[src/rtl/fifo_rd_packer_if.sv]
// rtl/fifo_rd_packer_if.sv - FIFO read port and packed-word stream bundle for fifo_rd_packer
interface fifo_rd_packer_if #(
  parameter int Bsize = 8,
  parameter int PACK  = 4
);
  localparam int CW = $clog2(PACK + 1);

  // FIFO read side (active-low strobe, head word on Dout)
  logic                  Empty;
  logic [Bsize-1:0]      Dout;
  logic                  nRd;
  logic                  Flush;

  // Packed output stream
  logic [Bsize*PACK-1:0] Pk_Data;
  logic                  Pk_Valid;
  logic                  Pk_Ready;
  logic [CW-1:0]         Pk_Cnt;

  // Packer side: consumes the FIFO, produces the stream
  modport master (
    input  Empty, Dout, Flush, Pk_Ready,
    output nRd, Pk_Data, Pk_Valid, Pk_Cnt
  );

  // Environment side: FIFO model and stream sink
  modport slave (
    output Empty, Dout, Flush, Pk_Ready,
    input  nRd, Pk_Data, Pk_Valid, Pk_Cnt
  );
endinterface

[src/rtl/fifo_rd_packer.sv]
// rtl/fifo_rd_packer.sv - async FIFO read-side drain packing PACK words per output beat (optional FLUSH_TIMEOUT_EN)
module fifo_rd_packer #(
  parameter int Bsize   = 8,
  parameter int PACK    = 4,
  parameter int TIMEOUT = 16
) (
  input  logic              Rd_Clk,
  input  logic              nRst,
  fifo_rd_packer_if.master  bus
);

  localparam int            CW       = $clog2(PACK + 1);
  localparam logic [CW-1:0] FULL_CNT = CW'(PACK);

  // Elaboration-time range checks on the configuration
  if (PACK < 2 || PACK > 16) begin : g_bad_pack
    $error("fifo_rd_packer: PACK must be within 2..16");
  end
  if (TIMEOUT < 1) begin : g_bad_timeout
    $error("fifo_rd_packer: TIMEOUT must be >= 1");
  end

  // Accumulator: lane i holds the i-th word popped since the last load
  logic [PACK-1:0][Bsize-1:0] acc_q, acc_d;
  logic [CW-1:0]              acc_cnt_q, acc_cnt_d;

  // Output register presented on the stream
  logic [Bsize*PACK-1:0]      pk_data_q, pk_data_d;
  logic [CW-1:0]              pk_cnt_q, pk_cnt_d;
  logic                       pk_valid_q, pk_valid_d;

  // Partial-word emission request; blocks further pops until served
  logic                       flush_pend_q, flush_pend_d;

  logic                       out_free;
  logic                       acc_full;
  logic                       acc_some;
  logic                       load;
  logic                       pop;
  logic                       timeout_hit;

  // Handshake decode: load the output register when it is free and there is a
  // full word (or a pending flush with something held); pop whenever a slot exists
  // after this edge, including the slot freed by a same-edge load.
  always_comb begin
    out_free = ~pk_valid_q | bus.Pk_Ready;
    acc_full = (acc_cnt_q == FULL_CNT);
    acc_some = (acc_cnt_q != '0);
    load     = out_free & (acc_full | (flush_pend_q & acc_some));
    pop      = nRst & ~bus.Empty & ~flush_pend_q & (~acc_full | load);
  end

  assign bus.nRd      = ~pop;
  assign bus.Pk_Data  = pk_data_q;
  assign bus.Pk_Cnt   = pk_cnt_q;
  assign bus.Pk_Valid = pk_valid_q;

  // Accumulator next state: a load empties it, a same-edge pop restarts it at lane 0
  always_comb begin
    acc_d     = acc_q;
    acc_cnt_d = acc_cnt_q;
    if (load) begin
      acc_d     = '0;
      acc_cnt_d = '0;
      if (pop) begin
        acc_d[0]  = bus.Dout;
        acc_cnt_d = CW'(1);
      end
    end else if (pop) begin
      for (int i = 0; i < PACK; i++) begin
        if (acc_cnt_q == CW'(i)) begin
          acc_d[i] = bus.Dout;
        end
      end
      acc_cnt_d = acc_cnt_q + CW'(1);
    end
  end

  // Output register next state: data/count only change on load, so they hold under backpressure
  always_comb begin
    pk_data_d  = pk_data_q;
    pk_cnt_d   = pk_cnt_q;
    pk_valid_d = pk_valid_q;
    if (load) begin
      pk_data_d  = acc_q;
      pk_cnt_d   = acc_cnt_q;
      pk_valid_d = 1'b1;
    end else if (pk_valid_q & bus.Pk_Ready) begin
      pk_valid_d = 1'b0;
    end
  end

  // Flush request: a pending request is retired by the load it causes, or
  // immediately when there is nothing to emit; new requests are absorbed meanwhile.
  always_comb begin
    if (flush_pend_q) begin
      flush_pend_d = ~(load | ~acc_some);
    end else begin
      flush_pend_d = bus.Flush | timeout_hit;
    end
  end

`ifdef FLUSH_TIMEOUT_EN
  localparam int            IW       = $clog2(TIMEOUT + 1);
  localparam logic [IW-1:0] IDLE_MAX = IW'(TIMEOUT);

  logic [IW-1:0] idle_q, idle_d;

  // Idle timer: counts stalled cycles with a partial word held, fires a flush at TIMEOUT
  always_comb begin
    idle_d      = idle_q;
    timeout_hit = 1'b0;
    if (pop | load) begin
      idle_d = '0;
    end else if (idle_q == IDLE_MAX) begin
      idle_d      = '0;
      timeout_hit = 1'b1;
    end else if (acc_some & ~flush_pend_q) begin
      idle_d = idle_q + IW'(1);
    end
  end

  // Idle timer register
  always_ff @(posedge Rd_Clk or negedge nRst) begin
    if (!nRst) begin
      idle_q <= '0;
    end else begin
      idle_q <= idle_d;
    end
  end
`else
  assign timeout_hit = 1'b0;
`endif

  // State registers; reset drops any held words and the presented beat
  always_ff @(posedge Rd_Clk or negedge nRst) begin
    if (!nRst) begin
      acc_q        <= '0;
      acc_cnt_q    <= '0;
      pk_data_q    <= '0;
      pk_cnt_q     <= '0;
      pk_valid_q   <= 1'b0;
      flush_pend_q <= 1'b0;
    end else begin
      acc_q        <= acc_d;
      acc_cnt_q    <= acc_cnt_d;
      pk_data_q    <= pk_data_d;
      pk_cnt_q     <= pk_cnt_d;
      pk_valid_q   <= pk_valid_d;
      flush_pend_q <= flush_pend_d;
    end
  end

endmodule

[src/flat_wrapper.sv]
// flat-port wrapper written by rule: the top's interface ports become plain ports
module fifo_rd_packer_flat 
#(
  parameter int Bsize   = 8,
  parameter int PACK    = 4,
  parameter int TIMEOUT = 16
)
  (Rd_Clk, nRst, bus_Empty, bus_Dout, bus_Flush, bus_Pk_Ready, bus_nRd, bus_Pk_Data, bus_Pk_Valid, bus_Pk_Cnt);
  fifo_rd_packer_if #(.Bsize(Bsize), .PACK(PACK)) bus_i ();
  input  logic Rd_Clk;
  input  logic nRst;
  input wire logic [$bits(bus_i.Empty)-1:0] bus_Empty;
  input wire logic [$bits(bus_i.Dout)-1:0] bus_Dout;
  input wire logic [$bits(bus_i.Flush)-1:0] bus_Flush;
  input wire logic [$bits(bus_i.Pk_Ready)-1:0] bus_Pk_Ready;
  output wire logic [$bits(bus_i.nRd)-1:0] bus_nRd;
  output wire logic [$bits(bus_i.Pk_Data)-1:0] bus_Pk_Data;
  output wire logic [$bits(bus_i.Pk_Valid)-1:0] bus_Pk_Valid;
  output wire logic [$bits(bus_i.Pk_Cnt)-1:0] bus_Pk_Cnt;
  assign bus_i.Empty = bus_Empty;
  assign bus_i.Dout = bus_Dout;
  assign bus_i.Flush = bus_Flush;
  assign bus_i.Pk_Ready = bus_Pk_Ready;
  assign bus_nRd = bus_i.nRd;
  assign bus_Pk_Data = bus_i.Pk_Data;
  assign bus_Pk_Valid = bus_i.Pk_Valid;
  assign bus_Pk_Cnt = bus_i.Pk_Cnt;
  fifo_rd_packer #(.Bsize(Bsize), .PACK(PACK), .TIMEOUT(TIMEOUT)) u_core (.Rd_Clk(Rd_Clk), .nRst(nRst), .bus(bus_i));
endmodule
[config.mk]
export PLATFORM = sky130hd
export DESIGN_NAME = fifo_rd_packer_flat
export DESIGN_NICKNAME = d
export VERILOG_FILES = /design/src/rtl/fifo_rd_packer_if.sv /design/src/rtl/fifo_rd_packer.sv /design/src/flat_wrapper.sv
export SDC_FILE = /design/constraint.sdc
export NUM_CORES = 1
export LEC_CHECK = 0
export CAP_MARGIN = 20
export CORE_UTILIZATION = 59
export CTS_BUF_LIST = sky130_fd_sc_hd__clkbuf_4
export DETAILED_ROUTE_END_ITERATION = 12
export GPL_TIMING_DRIVEN = 0
export MAX_ROUTING_LAYER = met4
export PLACE_DENSITY = 0.95
export SLEW_MARGIN = 20
export SYNTH_ARGS = -nofsm -noshare
export SYNTH_HDL_FRONTEND = slang
export SYNTH_SLANG_ARGS = --single-unit
[constraint.sdc]
create_clock -name Rd_Clk -period 3.9 [get_ports Rd_Clk]
set_input_delay 0.585 -clock Rd_Clk [delete_from_list [all_inputs] [get_ports Rd_Clk]]
set_output_delay 0.585 -clock Rd_Clk [all_outputs]
set_load 0.005 [all_outputs]
== After elaboration in Yosys (flattened, before gate mapping) ==
Cells that the tools add are included.
Storage, ports and cells
  flip-flop bits (word level): 72
  input bits: 13
  output and inout port bits: 37
  word-level logic and storage cells: 56
Operators by class
  add/sub/neg operators: 1
  equal/unequal tests: 4
  mux-type cells: 13
  bitwise operators: 17
  reductions and logical operators: 12
Operators with widths (count)
  two-way mux 32 bit: 2
  two-way mux 8 bit: 5
  nonzero test 2 bit: 6
  AND reduction 2 bit: 4
  NOT 1 bit: 7
  bitwise AND 1 bit: 6
  == test 3 x 2 -> 1 bit (second input constant): 2
  two-way mux 3 bit: 2
  two-way mux 1 bit: 4
  OR 1 bit: 4
  adder 3 x 1 -> 3 bit (second input constant): 1
  == test 3 x 1 -> 1 bit (second input constant): 1
  == test 3 bit (second input constant): 1
  logical NOT 3 bit: 1
  nonzero test 3 bit: 1

== Longest topological paths before layout ==
Gate-level depths: netlist (run 1).
  word-level depth: 8
  gate-level depth with buffers: 7
  mapped depth without buffers: 5

== Least setup slack after synthesis (run 1) ==
Ideal clock, no wire load.
  path type: reg2reg
  from: register u_core.acc_cnt_q[0]
  to: register u_core.pk_cnt_q[0] (netlist: u_core.bus.Pk_Cnt[0])
  setup time: 0.125 ns
  data arrival time: 1.631 ns
  required time: 3.775 ns
  setup slack: 2.144 ns
  cell stages (with the launch flop): 7
  buffers on the path: 1
  clock period less this slack: 1.756 ns
  path through: dfrtp_1 > inv_1 > ha_1 > mux2i_1 > nor2_2 > buf_2 > mux2_2
Between the ends
  cells in the longest elaborated chain, start to end: 4
  elaborated cells between the ends (all ways): 5
  classes of those cells: eq/ne (1); bitwise (3); reduce/logical (1)
RTL lines
  from (decl): line fifo_rd_packer.sv:25  | logic [CW-1:0] acc_cnt_q, acc_cnt_d;
  from (signal assigned): line fifo_rd_packer.sv:146  | acc_cnt_q <= acc_cnt_d;
  nonzero test 3 bit: line fifo_rd_packer.sv:48  | acc_some = (acc_cnt_q != '0);
  bitwise AND 1 bit: line fifo_rd_packer.sv:49  | load = out_free & (acc_full | (flush_pend_q & acc_some));
  OR 1 bit: line fifo_rd_packer.sv:49
  bitwise AND 1 bit: line fifo_rd_packer.sv:49
  to (signal assigned): line fifo_rd_packer.sv:148  | pk_cnt_q <= pk_cnt_d;
  to (decl): line fifo_rd_packer.sv:29  | logic [CW-1:0] pk_cnt_q, pk_cnt_d;
Parallel ways exist; a longest one is shown, timed or not.
A chain may end at the register's enable or synchronous reset.

== Worst setup path after layout (run 1) ==
  from: input port nRst
  to: output port bus_nRd
Between the ends
  cells in the longest elaborated chain, start to end: 4
RTL lines
  from (decl): line flat_wrapper.sv:11  | input logic nRst;
  bitwise AND 1 bit (3 in a row): line fifo_rd_packer.sv:50  | pop = nRst & ~bus.Empty & ~flush_pend_q & (~acc_full | load);
  NOT 1 bit: line fifo_rd_packer.sv:53  | assign bus.nRd = ~pop;
  to (decl): line flat_wrapper.sv:16  | output wire logic [$bits(bus_i.nRd)-1:0] bus_nRd;
Every way passes these cells.

==> results by group, run 1 <==
GRT
  – First-pass GRT wire length: 11010 µm
  – Gr ovfl total: 0
  – Largest net degree at the start of global routing: 65
  – Vias in the first global route: 2233
  – Initial antenna violation count: 0
  – GRT Overall Usage: 29.04%

Timing
  – Tcrit/Tclk final: 84.90%
  – Setup TNS: 0 ns
  – Unrepaired setup endpoints after global routing: false
  – Minimum clock period: 3.311 ns
  – Rel. slew slack: 68.05%
  – Max frequency: 302.0 MHz
  – Final Hold Fails: 0
  – Slew Viols, Final: 0
  – Hold slack: 0.5049 ns
  – Worst-Margin Slew: 0.4773 ns
  – Clock Skew: 0.01045 ns
  – Setup violators final: 0

Die
  – Die Area: 5464 µm²
  – Die W: 73.92 µm
  – Die Height: 73.92 µm
  – # IOs: 50
  – Cell Rows: 25
  – Initial cell density of the core: 62.94%
  – Core footprint: 4848 µm²

Clocking
  – Total CTS buffers: 9
  – Post-CTS Setup Bufs: 0
  – Clock Latency Late Sink: 0.44 ns
  – Cts hold-fix bufs: 1
  – Clk buf depth: 2
  – Clk slew on worst S/H paths: 0.12 ns
  – Clock Sinks: 72
  – CTS tree: done
  – H-tree Lvls: 3
  – Clock Tree Root: clkbuf_4
  – # resized after CTS: 0

Route
  – Post-detailed-route count of antenna-violating nets: 0
  – 1st-iter DRT viols: 282
  – Vias/cell: 5.981
  – Via count: 2237
  – DRC violations left: 0
  – First-pass DRT Iterations: 4
  – WL final: 6686 µm
  – Average wire per cell in the routed design: 17.88 µm

Setup path
  – Worst path slowest cell: dlygate4sd3_1
  – CP Cell Sequence: dlygate4sd3_1, buf_4, buf_16, nor3b_1, nand2_1, clkdlybuf4s50_1
  – Setup CP Type: in2out
  – CP delay by family, top: buffers and inverters
  – WP buf/inv: 4
  – Worst-path fanout max: 64
  – Cell count along the critical path: 6
  – Crit path capture type: primary output
  – Worst EP arrival: 2.73 ns
  – WP data required: 3.31 ns
  – Crit-path max cell delay: 0.52 ns
  – CP Launch Type: primary input
  – Worst reg2reg path depth: 6

Logic synthesis
  – Leading post-synthesis cells by cell area: dfrtp_1, mux2_2, a21oi_1
  – Area share of the largest cell type after synthesis: 59.04%
  – Most frequent cell after synthesis: dfrtp_1
  – Synth Instances: 241
  – Main flop type after synthesis: dfrtp_1
  – Avg Inst Size Synth: 12.66 µm²
  – Post-synth EDFFs: 0
  – Synth warn: 0
  – Post-synth top area cell: dfrtp_1
  – Synthesized area: 3052 µm²
  – FFs w/ async S/R, synth: 100.0%
  – Post-synth cell types: 32
  – Top cells by instance count after synthesis: dfrtp_1, mux2_2, a21oi_1
  – Syn_nets: 259
  – Register area share after synthesis: 59.04%
  – Seq cells post-synth: 72

Placement
  – I/O Buffers: 49
  – Final HPWL DP: 4690 µm
  – Final GP Congestion: 0.8569

Finish
  – Inserted Diodes: 0
  – Share of cells above drive strength 1: 22.15%
  – Layout area overhead: 24.97%
  – Fillers: 308
  – Post-layout net count: 321

Power
  – Pwr per Cell Area: 661.6 nW/µm²
  – P_leak: 1.712 nW
  – VDD IR-drop max: 0.4197 mV

Worst hold path
  – Hold WC Path Type: reg2reg
  – WHS Path Cells: 1

Job
  – Max_cap viols: 0

Status
  – Status: finished clean
[per-layer routing]
metal,track usage (%),wire length (µm)
met3,7.682,357
met5,-,0
met2,47.27,3583
met4,10.90,136
met1,34.59,2609
[power by group]
part | total, W | switching, W | internal (W)
Sequential | 0.00106 | 0.000117 | 0.000943
Clock | 0.000515 | 0.000261 | 0.000254
Combinational | 0.000948 | 0.000443 | 0.000505
Total | 0.00252 | 0.000821 | 0.00170
[registers in the layout, indices dropped and copies added, names as in the netlist]
signal,count
u_core.acc_cnt_q,3
u_core.acc_q,32
u_core.bus.Pk_Cnt,3
u_core.bus.Pk_Data,32
u_core.bus.Pk_Valid,1
u_core.flush_pend_q,1
[cells in the final DEF (no fill, tap or decap), drive strengths merged]
cell type / count
dfrtp: 72
clkdlybuf4s50: 48
mux2: 36
a21oi: 26
o21ai: 18
nand3: 17
clkbuf: 15
buf: 13
inv: 8
a22o: 8
nand4: 8
o31ai: 8
ha: 5
nand2: 2
clkinvlp: 2
clkinv: 2
bufinv: 2
nor2: 2
nor3b: 1
nand4b: 1
nor2b: 1
o211ai: 1
nor4b: 1
or4b: 1
mux2i: 1
nand2b: 1
a22oi: 1
or3b: 1
a211oi: 1
and4b: 1
xnor2: 1
a311oi: 1
dlygate4sd3: 1
[cell families after synthesis]
kind of cell | Yosys count | synth area share (%)
fa+ha+maj | 5 | 2.050
buf+inv | 25 | 4.141
flops | 72 | 59.04
xor+xnor | 1 | 0.2871
simple gates | 37 | 7.790
mux | 37 | 13.61
compound gates | 64 | 13.08
[per-stage QoR]
step | power, W | cell area (µm²) | instances | utilization (%) | setup slack, ns
after floorplan | 0.001580 | 3052 | 241 | - | 2.144
after global placement | 0.001947 | 3626 | 357 | 74.79 | -1.057
after detailed placement | 0.002018 | 3651 | 358 | 75.30 | 1.151
after CTS | 0.002532 | 3814 | 374 | 78.66 | 0.5900
after global routing | 0.002664 | 3814 | 374 | 78.66 | 0.4697
final | 0.002523 | 3814 | 374 | 78.66 | 0.5888
[worst paths after layout]
| kind | from | endpoint | slack [ns] |
|---|---|---|---|
| max | nRst | bus_nRd | 0.59 |
| min | u_core.acc_q[9] | u_core.bus.Pk_Data[9] | 0.50 |
| max reg2reg | u_core.acc_cnt_q[0] | u_core.bus.Pk_Cnt[0] | 1.72 |
| min reg2reg | u_core.acc_q[9] | u_core.bus.Pk_Data[9] | 0.50 |
| max in group asynchronous | nRst | u_core.bus.Pk_Data[16] | 2.85 |
| min in group asynchronous | nRst | u_core.bus.Pk_Data[2] | 0.51 |
[layout make-up]
class / count / area [µm²] / area share [%]
Inverter: 8 / 30.03 / 0.7874
Timing Repair Buffer: 51 / 525.5 / 13.78
Sequential cell: 72 / 1802 / 47.24
Clock inverter: 6 / 85.08 / 2.231
Buffer: 17 / 96.34 / 2.526
Multi-Input combinational cell: 144 / 1124 / 29.46
Tap cell: 67 / 83.83 / 2.198
Clock buffer: 9 / 67.56 / 1.772
(Power assumes the default switching activity.)
==> run 2: changes to the inputs <==
--- a/config.mk
+++ b/config.mk
@@ -6,12 +6,12 @@
 export NUM_CORES = 1
 export LEC_CHECK = 0
 export CAP_MARGIN = 20
-export CORE_UTILIZATION = 59
+export CORE_UTILIZATION = 55
 export CTS_BUF_LIST = sky130_fd_sc_hd__clkbuf_4
 export DETAILED_ROUTE_END_ITERATION = 12
 export GPL_TIMING_DRIVEN = 0
 export MAX_ROUTING_LAYER = met4
-export PLACE_DENSITY = 0.95
+export PLACE_DENSITY = 0.92
 export SLEW_MARGIN = 20
 export SYNTH_ARGS = -nofsm -noshare
 export SYNTH_HDL_FRONTEND = slang
==> constraint.sdc (replaced) <==
create_clock -name Rd_Clk -period 3.3 [get_ports Rd_Clk]
set_input_delay 0.495 -clock Rd_Clk [delete_from_list [all_inputs] [get_ports Rd_Clk]]
set_output_delay 0.495 -clock Rd_Clk [all_outputs]
set_load 0.005 [all_outputs]
==> run 2 against run 1 <==
Against the previous run:
- non-clock buffer count is the same
- first-iteration DRC count shrank 10%
- cell count grew 1.1%
- power grew 14%
- critical path depth shrank 1
- clock power grew 5.8%
- global-route usage shrank 3.9 points
==> results by group, run 2 (synthesis gave the netlist of run 1 again) <==
Status
  – Status: finished clean

Route
  – Via count: 2196
  – WL final: 6233 µm
  – Average wire per cell in the routed design: 16.49 µm
  – Post-detailed-route count of antenna-violating nets: 0
  – First-pass DRT Iterations: 4
  – 1st-iter DRT viols: 253
  – Vias/cell: 5.810
  – DRC violations left: 0

Timing
  – Minimum clock period: 2.946 ns
  – Tcrit/Tclk final: 89.28%
  – Clock Skew: 0.01638 ns
  – Final setup margin: 0.3538 ns
  – Slew Viols, Final: 0
  – Setup TNS: 0 ns
  – Hold slack: 0.5127 ns
  – Unrepaired setup endpoints after global routing: false
  – Max frequency: 339.4 MHz
  – Final Hold Fails: 0
  – Worst-Margin Slew: 0.4721 ns
  – Setup violators final: 0
  – Rel. slew slack: 68.39%

Finish
  – Finished Cell Area: 3792 µm²
  – Layout area overhead: 24.27%
  – Inserted Diodes: 0
  – Most frequent cells in the layout: dfrtp_1, clkdlybuf4s50_1, mux2_2, a21oi_1, o21ai_0
  – Commonest non-fill, non-tap cell in the layout: dfrtp_1
  – Fillers: 358
  – Post-layout net count: 321
  – Share of cells above drive strength 1: 21.75%

Setup path
  – Crit-path max cell delay: 0.52 ns
  – CP delay by family, top: buffers and inverters
  – CP Launch Type: primary input
  – Worst-path fanout max: 34
  – Setup CP Type: in2out
  – WP data required: 2.80 ns
  – CP Cell Sequence: dlygate4sd3_1, buf_4, nor3b_1, nand2_1, clkdlybuf4s50_1
  – WP buf/inv: 3
  – Worst EP arrival: 2.45 ns
  – Crit path capture type: primary output
  – Worst path slowest cell: dlygate4sd3_1

Placement
  – I/O Buffers: 49
  – Final GP Congestion: 0.8459
  – Final HPWL DP: 4357 µm
  – Pre-CTS WS: 0.8280 ns
  – Placed inst area: 3647 µm²

GRT
  – First-pass GRT wire length: 10900 µm
  – Initial antenna violation count: 0
  – Largest net degree at the start of global routing: 44
  – Vias in the first global route: 2155
  – GRT Overall Usage: 25.18%
  – Gr ovfl total: 0

Job
  – Max_cap viols: 0

Clocking
  – Clk buf depth: 2
  – H-tree Lvls: 3
  – Clock Sinks: 72
  – # resized after CTS: 0
  – Clock Latency Late Sink: 0.41 ns
  – Clock Tree Root: clkbuf_4
  – CTS tree: done
  – Total CTS buffers: 9
  – Clk slew on worst S/H paths: 0.11 ns

Power
  – Sw frac: 32.07%
  – VDD IR-drop max: 0.4531 mV
  – Seq pwr share: 43.1%
  – Net Sw Power: 0.0009262 W
  – Pwr per Cell Area: 761.6 nW/µm²
  – Pint: 0.001962 W
  – P_leak: 1.704 nW
  – Tot Pwr: 0.002888 W
  – Clk pwr share: 18.9%
  – Logic gate share of total power: 38.0%

Die
  – Die Area: 5851 µm²
  – # IOs: 50
  – Core footprint: 5238 µm²
  – Initial cell density of the core: 58.27%
  – Die Height: 76.49 µm
  – Cell Rows: 26
  – Die W: 76.49 µm

Worst hold path
  – Hold WC Path Type: reg2reg
==> run 2: power groups by stage <==
| stage | combinational (W) | clock [W] | sequential [W] |
|---|---|---|---|
| floorplan | 0.000620 | 0 | 0.00125 |
| global placement | 0.00106 | 0 | 0.00125 |
| detailed placement | 0.00109 | 0 | 0.00127 |
| CTS | 0.00111 | 0.000553 | 0.00125 |
| global route | 0.00119 | 0.000594 | 0.00128 |
| finish | 0.00110 | 0.000545 | 0.00124 |
==> run 2: stage by stage <==
step | std cells | util [%]
detailed placement | 361 | 69.64
CTS | 378 | 72.41
floorplan | 241 | -
global route | 378 | 72.41
finish | 378 | 72.41
global placement | 360 | 69.30
==> run 2: path summary, 6_finish.rpt <==
check | start | slack, ns | end | depth (start not counted)
setup / recovery | nRst | 0.35 | bus_nRd | 5
hold / removal | u_core.acc_q[4] | 0.51 | u_core.acc_q[4] | 1
setup reg to reg | u_core.acc_cnt_q[0] | 1.08 | u_core.acc_q[29] | 7
hold reg to reg | u_core.acc_q[4] | 0.51 | u_core.acc_q[4] | 1
max in group asynchronous | nRst | 2.20 | u_core.bus.Pk_Data[12] | 3
min in group asynchronous | nRst | 0.54 | u_core.bus.Pk_Data[25] | 2
==> run 2: layout make-up <==
| cell class | count | area [µm²] | share of cell area (%) |
|---|---|---|---|
| clock buffer | 12 | 90.09 | 2.375 |
| clock inverter | 4 | 45.04 | 1.188 |
| multi-input combinational | 144 | 1124 | 29.63 |
| buffer | 17 | 96.34 | 2.540 |
| tap | 70 | 87.58 | 2.309 |
| sequential | 72 | 1802 | 47.51 |
| inverter | 8 | 30.03 | 0.7918 |
| timing repair buffer | 51 | 518.0 | 13.66 |
==> run 2: timing repair <==
action,4_1_cts,5_1_grt
buffers inserted,0,0
endpoints found under the hold margin,19,0
hold buffers,1,0
==> run 2: worst reg2reg max path, cell delays in order, from the launching register on <==
cell and delay, ns:
dfrtp_1 0.44, inv_1 0.13, ha_1 0.33, mux2i_1 0.16, nor2_2 0.37, buf_2 0.31
buf_2 0.28, a21oi_1 0.09
==> run 2: layer usage <==
layer	share of wire [%]	global-route usage [%]	up-vias	wire length (µm)
met5	0	-	-	0
met4	1.8	10.77	0	110
met3	5.7	5.988	10	358
met2	51	39.28	80	3166
met1	42	31.55	1100	2597
li1	-	-	1006	-
==> run 3: changes to the inputs <==
--- a/config.mk
+++ b/config.mk
@@ -12,7 +12,8 @@
 export GPL_TIMING_DRIVEN = 0
 export MAX_ROUTING_LAYER = met4
 export PLACE_DENSITY = 0.92
-export SLEW_MARGIN = 20
+export REMOVE_ABC_BUFFERS = 1
+export SLEW_MARGIN = 5
 export SYNTH_ARGS = -nofsm -noshare
 export SYNTH_HDL_FRONTEND = slang
 export SYNTH_SLANG_ARGS = --single-unit
==> run 3 against run 2 <==
Against the previous run:
- clock skew is 0.0083 ns lower
- count of clock-buffer cells in the layout shrank 2
- non-clock buffer count is 15 lower
- clock power up 27%
- global-route usage shrank 0.62 points
- sequential share of layout area rose by 0.14 points
- sequential power hardly changed
- cell count shrank 4.0%
- core utilization down 0.21 points
- register-to-register slack worse by 0.30 ns
- critical endpoint unchanged
- largest cell class unchanged
- highest routed layer unchanged
==> results by group, run 3 (synthesis gave the netlist of run 1 again) <==
Route
  – DRC violations left: 0
  – WL final: 6324 µm
  – Via count: 2120
  – Average wire per cell in the routed design: 17.42 µm
  – Post-detailed-route count of antenna-violating nets: 0
  – 1st-iter DRT viols: 204
  – First-pass DRT Iterations: 4
  – Vias/cell: 5.840

Setup path
  – Setup CP Type: reg2out
  – CP endpoint: bus_nRd
  – Reg2Reg Setup Slack: 0.78 ns
  – Worst path slowest cell: clkdlybuf4s50_1
  – Crit-path max cell delay: 0.53 ns
  – Crit path capture type: primary output
  – Worst EP arrival: 2.56 ns
  – Worst-path fanout max: 11
  – WP data required: 2.80 ns
  – Worst reg2reg path depth: 6
  – RR Endpoint: u_core.bus.Pk_Data[18]
  – RR Startpoint: u_core.acc_cnt_q[0]
  – CP Cell Sequence: inv_1, ha_1, nand4b_1, nand2_1, clkdlybuf4s50_1
  – CP Launch Type: flop
  – CP startpoint: u_core.acc_cnt_q[0]

Finish
  – Commonest non-fill, non-tap cell in the layout: dfrtp_1
  – Most frequent cells in the layout: dfrtp_1, clkdlybuf4s50_1, mux2_2, a21oi_1, o21ai_0
  – Fillers: 350
  – Layout area overhead: 23.90%
  – Multi-input logic area: 1129 µm²
  – Post-layout net count: 306
  – Share of cells above drive strength 1: 20.48%
  – Inserted Diodes: 0
  – Final Non-Filler Cells: 363
  – Reg area: 1802 µm²

Timing
  – Setup violators final: 0
  – Minimum clock period: 3.059 ns
  – Rel. slew slack: 41.28%
  – Final setup margin: 0.2412 ns
  – Final Hold Fails: 0
  – Tcrit/Tclk final: 92.69%
  – Slew Viols, Final: 0
  – Clock Skew: 0.008089 ns
  – Unrepaired setup endpoints after global routing: false
  – Worst-Margin Slew: 0.8772 ns
  – Max frequency: 326.9 MHz

Die
  – Core footprint: 5238 µm²
  – # IOs: 50
  – Die W: 76.49 µm
  – Initial cell density of the core: 58.27%
  – Cell Rows: 26
  – Die Height: 76.49 µm
  – Die Area: 5851 µm²

Clocking
  – Clk buf depth: 2
  – H-tree Lvls: 3
  – Clock Sinks: 72
  – Clk slew on worst S/H paths: 0.11 ns
  – Total CTS buffers: 9
  – CTS tree: done
  – # resized after CTS: 0
  – Clock Tree Root: clkbuf_4
  – Post-CTS Setup Bufs: 0
  – Clock Latency Late Sink: 0.41 ns

Power
  – VDD IR-drop max: 0.6530 mV
  – Pwr per Cell Area: 796.6 nW/µm²
  – P_leak: 1.687 nW

Placement
  – Final GP Congestion: 0.8508
  – Pre-CTS WS: 0.05863 ns
  – I/O Buffers: 49
  – Final HPWL DP: 4145 µm
  – Placed cells: 345

GRT
  – Met1 Track Usage GR: 32.84%
  – Gr ovfl total: 0
  – Busiest grt layer: met2
  – Vias in the first global route: 2090
  – GRT met2 Usage: 35.23%
  – First-pass GRT wire length: 10610 µm
  – GRT Overall Usage: 24.57%
  – GRT met3 Usage: 5.749%
  – Initial antenna violation count: 0
  – Largest net degree at the start of global routing: 76

Job
  – Max_cap viols: 0

Worst hold path
  – Hold WC Path Type: in2async

Status
  – Status: finished clean
run 3: changes by cell type in the layout (fill, tap and decap cells not counted), sizes merged:
cell / previous run / this run
bufinv: 1 / 3
clkinvlp: 1 / 0
clkbuf: 18 / 10
buf: 13 / 4
clkinv: 2 / 3
run 3: area by class of cell:
cell class | instances | area share, %
multi-input combinational | 144 | 29.85
inverter | 8 | 0.7942
clock inverter | 6 | 2.846
tap | 70 | 2.316
timing repair buffer | 53 | 14.56
clock buffer | 10 | 1.985
sequential | 72 | 47.65
run 3: power breakdown:
group	internal [W]	switching, W	total (W)
clock	0.000390	0.000305	0.000694
sequential	0.00111	0.000157	0.00127
combinational	0.000575	0.000471	0.00105
run 3: worst min-delay path by stage:
stage	endpoint	slack, ns	cells past startpoint
floorplan	u_core.acc_cnt_q[0]	0.20	0
global placement	u_core.bus.Pk_Data[10]	0.48	1
detailed placement	u_core.bus.Pk_Data[30]	0.29	1
CTS	u_core.bus.Pk_Data[27]	0.07	2
global route	u_core.acc_q[27]	0.1	2
finish	u_core.acc_q[27]	0.07	2
run 3: repair_timing:
item,in CTS,in global routing
endpoints found under the setup margin,0,0
hold buffers,1,0
endpoints found under the hold margin,1,0
run 3: critical path, delay by kind of cell (launching register included):
| family | cells | cell delay, ns |
|---|---|---|
| AND/OR/NAND/NOR | 2 | 0.72 |
| buffers and inverters | 2 | 0.65 |
| flip-flops | 1 | 0.44 |
| adder cells (fa/ha/maj) | 1 | 0.33 |
run 3: stage by stage:
step | util, % | setup TNS (ns) | total power (W) | cell area [µm²] | hold slack, ns
2_1_floorplan | - | 0 | 0.001815 | 2955 | 0.1994
3_3_place_gp | 67.46 | -110.61 | 0.002253 | 3533 | 0.4845
3_5_place_dp | 68.42 | 0 | 0.002331 | 3583 | 0.2934
4_1_cts | 72.10 | 0 | 0.003029 | 3776 | 0.07478
5_1_grt | 72.19 | 0 | 0.003175 | 3781 | 0.09568
6_report | 72.19 | 0 | 0.003012 | 3781 | 0.07395
run 3: routing by layer:
layer	vias to the layer above	wire, µm
li1	975	-
met1	1043	2668
met2	85	3043
met3	17	444
met4	0	167
met5	-	0
